## src/rtl/frogger_pkg.sv

```systemverilog
// Shared playfield geometry, colours and small helpers
// for the frogger datapath blocks.
package frogger_pkg;

   typedef logic [9:0] coord_t;
   typedef logic [7:0] color_t;
   typedef logic [3:0] row_t;

   localparam int SCREEN_W = 640;
   localparam int SCREEN_H = 480;
   localparam int LANE_H   = 48;

   localparam int FROG_X_L = 304;
   localparam int FROG_X_R = 335;

   localparam int NUM_LANES     = 8;
   localparam int CAR_Y_TOP_OFS = 8;
   localparam int CAR_Y_BOT_OFS = 39;

   localparam color_t COL_CAR_R = 8'b11100000;
   localparam color_t COL_CAR_L = 8'b11111100;
   localparam color_t COL_FROG  = 8'b00011100;

   // y coordinate of a given offset inside a row
   function automatic coord_t lane_y(int lane, int ofs);
      return coord_t'(lane * LANE_H + ofs);
   endfunction

endpackage

```

## src/rtl/lane_obstacle_engine_if.sv

```systemverilog
// Pixel query / frog row bundle between the VGA side,
// the player logic and the obstacle engine.
interface lane_obstacle_engine_if;
   import frogger_pkg::*;

   logic   enable;
   row_t   frog_row;
   coord_t next_x;
   coord_t next_y;
   logic   car_pixel;
   color_t car_color;
   logic   collision;
   logic   hit;
   logic   tick;

   modport master (
      output enable, frog_row, next_x, next_y,
      input  car_pixel, car_color, collision, hit, tick
   );

   modport slave (
      input  enable, frog_row, next_x, next_y,
      output car_pixel, car_color, collision, hit, tick
   );

endinterface

```

## src/rtl/game_tick_gen.sv

```systemverilog
// Game-step strobe: one-cycle tick every TICK_DIV
// enabled cycles; the counter freezes when disabled.
module game_tick_gen #(
   parameter int TICK_DIV = 5000000
) (
   input  logic clk_i,
   input  logic rst_ni,
   input  logic enable_i,
   output logic tick_o
);

   localparam int CW = (TICK_DIV > 1) ? $clog2(TICK_DIV) : 1;
   localparam logic [CW-1:0] LAST = CW'(TICK_DIV - 1);

   logic [CW-1:0] cnt_q;
   logic [CW-1:0] cnt_d;

   // next count: wrap after the last value, hold when idle
   always_comb begin
      cnt_d = cnt_q;
      if (enable_i) begin
         cnt_d = (cnt_q == LAST) ? '0 : cnt_q + CW'(1);
      end
   end

   // counter register
   always_ff @(posedge clk_i or negedge rst_ni) begin
      if (!rst_ni) begin
         cnt_q <= '0;
      end else begin
         cnt_q <= cnt_d;
      end
   end

   assign tick_o = enable_i && (cnt_q == LAST);

endmodule

```

## src/rtl/lane_obstacle_engine.sv

```systemverilog
// Eight lanes of wrapping cars: per-pixel car/colour
// lookup and frog-row collision, stepped on game ticks.
module lane_obstacle_engine
   import frogger_pkg::*;
#(
   parameter int TICK_DIV = 5000000,
   parameter int STEP_PX  = 32,
   parameter int CAR_W    = 32
) (
   input  logic clock,
   input  logic reset,
   lane_obstacle_engine_if.slave lane_if
);

   logic   tick;
   coord_t car_x_q [NUM_LANES];
   coord_t car_x_d [NUM_LANES];
   logic   in_scr;
   logic   hit_now;
   color_t col_now;
   logic   coll_d;
   logic   car_pixel_q;
   color_t car_color_q;
   logic   collision_q;
   logic   hit_q;

   game_tick_gen #(
      .TICK_DIV (TICK_DIV)
   ) u_tick (
      .clk_i    (clock),
      .rst_ni   (reset),
      .enable_i (lane_if.enable),
      .tick_o   (tick)
   );

   // one step of a car, wrapping at the screen edges
   function automatic coord_t step_car(coord_t x, logic right);
      coord_t s;
      if (right) begin
         s = x + coord_t'(STEP_PX);
         if (s >= coord_t'(SCREEN_W)) begin
            s = s - coord_t'(SCREEN_W);
         end
      end else if (x == '0) begin
         s = coord_t'(SCREEN_W - STEP_PX);
      end else begin
         s = x - coord_t'(STEP_PX);
      end
      return s;
   endfunction

   // next car positions: odd lanes right, even lanes left
   always_comb begin
      for (int i = 0; i < NUM_LANES; i++) begin
         car_x_d[i] = car_x_q[i];
         if (tick) begin
            car_x_d[i] = step_car(car_x_q[i], (i % 2) == 0);
         end
      end
   end

   // pixel lookup against every lane's car band
   always_comb begin
      hit_now = 1'b0;
      col_now = '0;
      in_scr  = (lane_if.next_x < coord_t'(SCREEN_W))
             && (lane_if.next_y < coord_t'(SCREEN_H));
      for (int i = 0; i < NUM_LANES; i++) begin
         if (in_scr
             && lane_if.next_y >= lane_y(i + 1, CAR_Y_TOP_OFS)
             && lane_if.next_y <= lane_y(i + 1, CAR_Y_BOT_OFS)
             && lane_if.next_x >= car_x_q[i]
             && lane_if.next_x <= car_x_q[i]
                                 + coord_t'(CAR_W - 1)) begin
            hit_now = 1'b1;
            col_now = ((i % 2) == 0) ? COL_CAR_R : COL_CAR_L;
         end
      end
   end

   // car in the frog's lane overlapping the frog column
   always_comb begin
      coll_d = 1'b0;
      for (int i = 0; i < NUM_LANES; i++) begin
         if (lane_if.frog_row == row_t'(i + 1)
             && car_x_q[i] <= coord_t'(FROG_X_R)
             && car_x_q[i] + coord_t'(CAR_W - 1)
                >= coord_t'(FROG_X_L)) begin
            coll_d = 1'b1;
         end
      end
   end

   // car positions and registered query/collision outputs
   always_ff @(posedge clock or negedge reset) begin
      if (!reset) begin
         for (int i = 0; i < NUM_LANES; i++) begin
            car_x_q[i] <= coord_t'(64 * i);
         end
         car_pixel_q <= 1'b0;
         car_color_q <= '0;
         collision_q <= 1'b0;
         hit_q       <= 1'b0;
      end else begin
         for (int i = 0; i < NUM_LANES; i++) begin
            car_x_q[i] <= car_x_d[i];
         end
         car_pixel_q <= hit_now;
         car_color_q <= col_now;
         collision_q <= coll_d;
         hit_q       <= coll_d & ~collision_q;
      end
   end

   assign lane_if.car_pixel = car_pixel_q;
   assign lane_if.car_color = car_color_q;
   assign lane_if.collision = collision_q;
   assign lane_if.hit       = hit_q;
   assign lane_if.tick      = tick;

endmodule

```

## src/flat_wrapper.sv

```systemverilog
// flat-port wrapper written by rule: the top's interface ports become plain ports
module lane_obstacle_engine_flat import frogger_pkg::*;
#(
   parameter int TICK_DIV = 5000000,
   parameter int STEP_PX  = 32,
   parameter int CAR_W    = 32
)
  (clock, reset, lane_if_enable, lane_if_frog_row, lane_if_next_x, lane_if_next_y, lane_if_car_pixel, lane_if_car_color, lane_if_collision, lane_if_hit, lane_if_tick);
  lane_obstacle_engine_if lane_if_i ();
  input  logic clock;
  input  logic reset;
  input wire logic [$bits(lane_if_i.enable)-1:0] lane_if_enable;
  input wire logic [$bits(lane_if_i.frog_row)-1:0] lane_if_frog_row;
  input wire logic [$bits(lane_if_i.next_x)-1:0] lane_if_next_x;
  input wire logic [$bits(lane_if_i.next_y)-1:0] lane_if_next_y;
  output wire logic [$bits(lane_if_i.car_pixel)-1:0] lane_if_car_pixel;
  output wire logic [$bits(lane_if_i.car_color)-1:0] lane_if_car_color;
  output wire logic [$bits(lane_if_i.collision)-1:0] lane_if_collision;
  output wire logic [$bits(lane_if_i.hit)-1:0] lane_if_hit;
  output wire logic [$bits(lane_if_i.tick)-1:0] lane_if_tick;
  assign lane_if_i.enable = lane_if_enable;
  assign lane_if_i.frog_row = lane_if_frog_row;
  assign lane_if_i.next_x = lane_if_next_x;
  assign lane_if_i.next_y = lane_if_next_y;
  assign lane_if_car_pixel = lane_if_i.car_pixel;
  assign lane_if_car_color = lane_if_i.car_color;
  assign lane_if_collision = lane_if_i.collision;
  assign lane_if_hit = lane_if_i.hit;
  assign lane_if_tick = lane_if_i.tick;
  lane_obstacle_engine #(.TICK_DIV(TICK_DIV), .STEP_PX(STEP_PX), .CAR_W(CAR_W)) u_core (.clock(clock), .reset(reset), .lane_if(lane_if_i));
endmodule
```

## config.mk

```make
export PLATFORM = sky130hd
export DESIGN_NAME = lane_obstacle_engine_flat
export DESIGN_NICKNAME = d
export VERILOG_FILES = /design/src/rtl/frogger_pkg.sv /design/src/rtl/lane_obstacle_engine_if.sv /design/src/rtl/game_tick_gen.sv /design/src/rtl/lane_obstacle_engine.sv /design/src/flat_wrapper.sv
export SDC_FILE = /design/constraint.sdc
export NUM_CORES = 1
export LEC_CHECK = 0
export ABC_AREA = 1
export CORE_MARGIN = 1.5
export CORE_UTILIZATION = 40
export CTS_CLUSTER_DIAMETER = 50
export CTS_CLUSTER_SIZE = 14
export DETAILED_ROUTE_END_ITERATION = 16
export GPL_TIMING_DRIVEN = 0
export SKIP_LAST_GASP = 1
export SYNTH_ARGS = -nofsm -noshare
export SYNTH_HDL_FRONTEND = slang
export SYNTH_HIERARCHICAL = 1
export SYNTH_SLANG_ARGS = --single-unit
```

## constraint.sdc

```tcl
create_clock -name clock -period 2 [get_ports clock]
set_input_delay 0.2 -clock clock [delete_from_list [all_inputs] [get_ports clock]]
set_output_delay 0.2 -clock clock [all_outputs]
set_load 0.1 [all_outputs]
```

## Word level (Yosys, flattened, before mapping)

Index checks and enable logic that the tools add are counted.

- Flip-flop bits (word level): 114
- Bits of input ports: 27
- Output and inout bits: 12
- Word-level logic and storage cells: 186

- Add/subtract/negate cells: 21
- $lt $le $gt $ge: 54
- Equality and inequality tests: 9
- Muxes and demuxes: 33
- Bitwise operators: 2
- Reductions and logical operators: 54

Operator list:

| operator | number |
|---|---|
| 10-bit by 9-bit <= comparator with 1-bit output (second input constant) | 12 |
| 10-bit by 9-bit >= comparator with 1-bit output (second input constant) | 11 |
| 10-bit by 5-bit adder with 10-bit output (second input constant) | 8 |
| 10-bit >= comparator | 8 |
| 10-bit <= comparator | 8 |
| 10-bit two-way mux | 8 |
| 8-bit two-way mux | 8 |
| 1-bit logical AND | 50 |
| 10-bit by 6-bit adder with 10-bit output (second input constant) | 4 |
| 10-bit >= comparator (second input constant) | 4 |
| 10-bit zero test | 4 |
| 10-bit subtractor (second input constant) | 4 |
| 10-bit by 6-bit subtractor with 10-bit output (second input constant) | 4 |
| 10-bit by 8-bit >= comparator with 1-bit output (second input constant) | 3 |
| 10-bit by 8-bit <= comparator with 1-bit output (second input constant) | 3 |
| 23-bit by 1-bit adder with 23-bit output (second input constant) | 1 |
| 23-bit == test (second input constant) | 1 |
| 23-bit two-way mux | 1 |
| 4-bit by 3-bit == test with 1-bit output (second input constant) | 4 |
| 1-bit two-way mux | 16 |
| 10-bit by 6-bit >= comparator with 1-bit output (second input constant) | 1 |
| 10-bit by 7-bit >= comparator with 1-bit output (second input constant) | 1 |
| 10-bit by 7-bit <= comparator with 1-bit output (second input constant) | 1 |
| 10-bit less-than comparator (second input constant) | 1 |
| other kinds (6) | 7 |

## Longest topological paths before layout

- Depth after elaboration: 14
- Mapped depth: 13
- Gate-level depth less buffers: 13

## Hierarchy

The synthesis kept the hierarchy.

By module, submodules not included:

| module | times used | cells each | area each (um^2) | seq. area each (um^2) |
|---|---|---|---|---|
| lane_obstacle_engine | 1 | 682 | 4673.2 | 1116.1 |
| game_tick_gen | 1 | 228 | 1511.4 | 575.6 |

## Worst setup path before layout

No wires, ideal clock.

- Path kind: reg2reg
- Start: register u_core.u_tick.cnt_q[0]
- End: register u_core/car_x_q[29] (netlist bit)
- Setup time: 122 ps
- Arrival time: 2144 ps
- Required time: 1878 ps
- Setup slack: -266 ps
- Stages on the path, launching flop included: 13
- Path buffers: 1
- Clock period less this slack: 2266 ps
- Cell sequence: dfrtp_1 -> ha_1 -> inv_2 -> nor2_4 -> nand2_1 -> nor2_2 -> nand3_2 -> inv_2 -> buf_2 -> nand2_1 -> nor3_1 -> xor2_1 -> nand2_1

- Longest elaborated chain between the ends: 2

Ends and longest elaborated chain:

| element | line | RTL |
|---|---|---|
| from (decl) | game_tick_gen.sv:15 | `logic [CW-1:0] cnt_q;` |
| from (signal assigned) | game_tick_gen.sv:31 | `cnt_q <= cnt_d;` |
| 23-bit == test | game_tick_gen.sv:35 | `assign tick_o = enable_i && (cnt_q == LAST);` |
| 1-bit logical AND | game_tick_gen.sv:35 |  |
| named net lane_if_tick | flat_wrapper.sv:20 | `output wire logic [$bits(lane_if_i.tick)-1:0] lane_if_tick;` |
| to (signal, indexed assignment) | lane_obstacle_engine.sv:98 | `car_x_q[i] <= coord_t'(64 * i);` |
| to (signal, indexed assignment) | lane_obstacle_engine.sv:106 | `car_x_q[i] <= car_x_d[i];` |
| to (decl) | lane_obstacle_engine.sv:16 | `coord_t car_x_q [NUM_LANES];` |

The timed path passes the listed nets, and every way through them passes these cells.
A chain may end at the register's enable or synchronous reset.

## Worst setup path after layout

- Start: register u_core.u_tick.cnt_q[9]
- End: output port lane_if_tick

- Longest elaborated chain between the ends: 2

Ends and longest elaborated chain:

| element | line |
|---|---|
| 23-bit == test | game_tick_gen.sv:35 |
| 1-bit logical AND | game_tick_gen.sv:35 |
| to (decl) | flat_wrapper.sv:20 |

Every way passes these cells.

==> out/results.ini <==
[outcome]
outcome=finished clean

[die]
start_util=0.408
dieArea_um2=16200
fp.dieH_um=127
num_rows=45
io_pins=39
core_area_um2=15100
die_w_um=127

[detailed_routing]
firstDrtPassIters=5
drt_iter0_drc=325
vias_per_cell=5.00
drt-met1-wl_um=7830
routed_wl_um=16000
top_layer=met4
antenna_left=0
wl_met3_um=817
met2_length_um=7140
wire_per_inst_um=13.8
drc=0
vias=5805

[critical_path]
rr_endpoint=u_core/car_x_q[29]
end_kind=output port
worst_ep_arrival_time_ns=1.73
critPathKind=register to output port
required_ns=1.80
r2r_setup_slack_ns=0.09
worstSetupStartpointType=register
worstRegToRegCells=11
startpoint=u_core/u_tick/cnt_q[9]
max_stage_delay_ns=0.42
crit_family=simple AND/OR/NAND/NOR gates
crit_path_top_delay_cell=dfrtp_1
reg2reg_from=u_core/u_tick/cnt_q[9]
cp.buffers_inverters=3
crit_cells=7
crit_fanout=7
cp_cell_sequence=nand2_1 > inv_1 > nand2_1 > nor2_4 > nand3_4 > inv_8 > buf_6
path_common_cell=nand2_1
crit_end=lane_if_tick

[grt]
grt_pass1_vias=5337
grt_overflow=0
grt_antenna_before_repair=0
grt_pass1_wl_um=26500
grt_max_degree=52
grt_use_total=0.208

[finish]
drive_gt1_frac=0.110
layout.nets=1071
most-common-layout-cells=nand2_1 (219), inv_1 (137), nor2_1 (106), nand3_1 (79), ha_1 (76)
seqCellArea_um2=1690
post-route-util=0.487
final_common_cell=nand2_1
multiInputGateArea_um2=3920
area_growth_pct=19.2
diodes=0
num-fill-cells=1549

[timing]
maxSlewViolCount=0
maxClockFrequency_ghz=0.519
layout_worst_path_cycle_share=0.964
setup-violations-final=0
rsz0062_at_grt=true
hold_viol=0
max_slew_margin=0.358
worst_pin_slew_ns=0.961
skew_ns=0.00728
period_minus_slack_ns=1.93

[clocking]
cts_max_level=3
clockRootBuffer=clkbuf_16
worstSkewPairLatency_ns=0.34
path_clk_slew_ns=0.06
clock-sinks=67
cts_tree=built
cts_buffer_depth=2
numCtsBuffers=9

[min_path]
hold_class=input pin to register

[place]
place_hpwl_um=11800
gp_congestion=0.881
port_buffers=31

[synth]
yosysSeqAreaShare=0.274
yosysWarnings=6
synth_top_family_by_area=simple AND/OR/NAND/NOR gates
synth_xor_area_frac=0.0477
syn_inst=910
synth_compound_area_frac=0.0898
synth_seq_cells=67
synthSimpleGateAreaFrac=0.329
synth_edf_count=0
ys.flop_type=dfrtp_1
synthMuxAreaShare=0
netlist_area_um2=6180
synthDistinctLibCells=40
avgSynthCellArea_um2=6.80
synthArstFlopShare=1.00
synth_fa_ha_area_frac=0.156

[pwr]
pwr_density_cell_nw_per_um2=543
ir_worst_vdd_mv=0.433
power_uw=4000
leakagePower_uw=0.00383

[run]
cap_violations=0

[power breakdown]
| part | switching (uW) | internal [uW] |
|---|---|---|
| clock network | 608 | 1320 |
| registers | 59.9 | 1410 |
| logic | 391 | 216 |
| total | 1060 | 2950 |
[timing repair]
item / CTS / global route
setup endpoints to repair: 49 / 35
gates resized for setup: 37 / 23
endpoints found under the hold margin: 13 / 0
buffers inserted: 3 / 8
hold buffers: 1 / 0
cloned: 1 / 0
pin swaps: 1 / 6
[registers in the layout (all words and copies together) (netlist names)]
signal                    count
u_core/lane_if.hit            1
u_core/u_tick/cnt_q          23
u_core/lane_if.collision      1
u_core/car_x_q               40
u_core/lane_if.car_color      1
u_core/lane_if.car_pixel      1
[cell usage after synthesis, types with 2 or more instances]
| cell type | instances | area (um^2) |
|---|---|---|
| nand2_1 | 221 | 830 |
| inv_1 | 138 | 518 |
| nor2_1 | 112 | 420 |
| nand3_1 | 79 | 395 |
| ha_1 | 77 | 963 |
| dfrtp_1 | 55 | 1380 |
| o21ai_0 | 43 | 215 |
| a21oi_1 | 35 | 175 |
| xor2_1 | 27 | 236 |
| nand4_1 | 16 | 100 |
| dfstp_2 | 12 | 315 |
| nor2_2 | 12 | 75.1 |
| nor3_1 | 12 | 60.1 |
| inv_2 | 9 | 33.8 |
| buf_4 | 8 | 60.1 |
| o211ai_1 | 7 | 52.6 |
| o21a_1 | 6 | 45.0 |
| buf_2 | 4 | 20.0 |
| nand2_2 | 4 | 25.0 |
| nand3b_1 | 4 | 30.0 |
| nor2_4 | 4 | 45.0 |
| xnor2_1 | 3 | 26.3 |
| a21o_1 | 2 | 15.0 |
| a31oi_1 | 2 | 12.5 |
| clkbuf_1 | 2 | 7.51 |
| xor2_2 | 2 | 32.5 |
[cells by family (layout without fill, tap and decap cells)]
| kind of cell | Yosys count | count (layout) |
|---|---|---|
| simple gates | 471 | 471 |
| buf+inv | 162 | 223 |
| compound gates | 100 | 100 |
| fa+ha+maj | 77 | 77 |
| flops | 67 | 67 |
| xor+xnor | 32 | 32 |
| other cells | 1 | 2 |
[tightest hold or removal path, stage by stage]
cell and delay [ns]:
buf_4 0.17, nand3_1 0.09, nand2_1 0.04
[worst min-delay path by stage]
| stage | from | end | slack, ns | cells past startpoint |
|---|---|---|---|---|
| 6_report | lane_if_enable | u_core/u_tick/cnt_q[1] | 0.20 | 3 |
| 5_1_grt | lane_if_enable | u_core/u_tick/cnt_q[1] | 0.20 | 3 |
| 4_1_cts | lane_if_enable | u_core/u_tick/cnt_q[1] | 0.19 | 3 |
| 3_5_place_dp | reset | u_core/car_x_q[25] | 0.10 | 1 |
| 3_3_place_gp | u_core/lane_if.collision | u_core/lane_if.hit | 0.43 | 1 |
| 2_1_floorplan | reset | u_core/car_x_q[15] | -0.1 | 0 |
[layer usage]
| metal | vias to the layer above | GRT usage |
|---|---|---|
| li1 | 3023 | - |
| met1 | 2669 | 0.285 |
| met2 | 99 | 0.333 |
| met3 | 14 | 0.0461 |
| met4 | 0 | 0.0528 |
| met5 | - | 0 |
[layout make-up]
class                           count  share of cell area
Multi-Input combinational cell    682               0.531
Inverter                          147              0.0764
Sequential cell                    67               0.230
Timing Repair Buffer               45              0.0613
Clock inverter                      4              0.0129
Tap cell                          188              0.0319
Buffer                             15              0.0204
Clock buffer                       12              0.0362
[per-stage QoR]
stage | setup WS [ns] | setup TNS, ns | cells | hold slack, ns | instance area (um^2)
finish | 0.0727 | 0 | 1160 | 0.199 | 7370
global route | -0.0394 | -0.201 | 1160 | 0.198 | 7370
CTS | -0.00878 | -0.0149 | 1152 | 0.190 | 7260
detailed placement | -0.673 | -11.89 | 1131 | 0.105 | 6770
global placement | -1.83 | -123.95 | 1130 | 0.427 | 6740
floorplan | 0.00909 | 0 | 911 | -0.0956 | 6200
No activity file was read; power rests on OpenSTA's default activity.
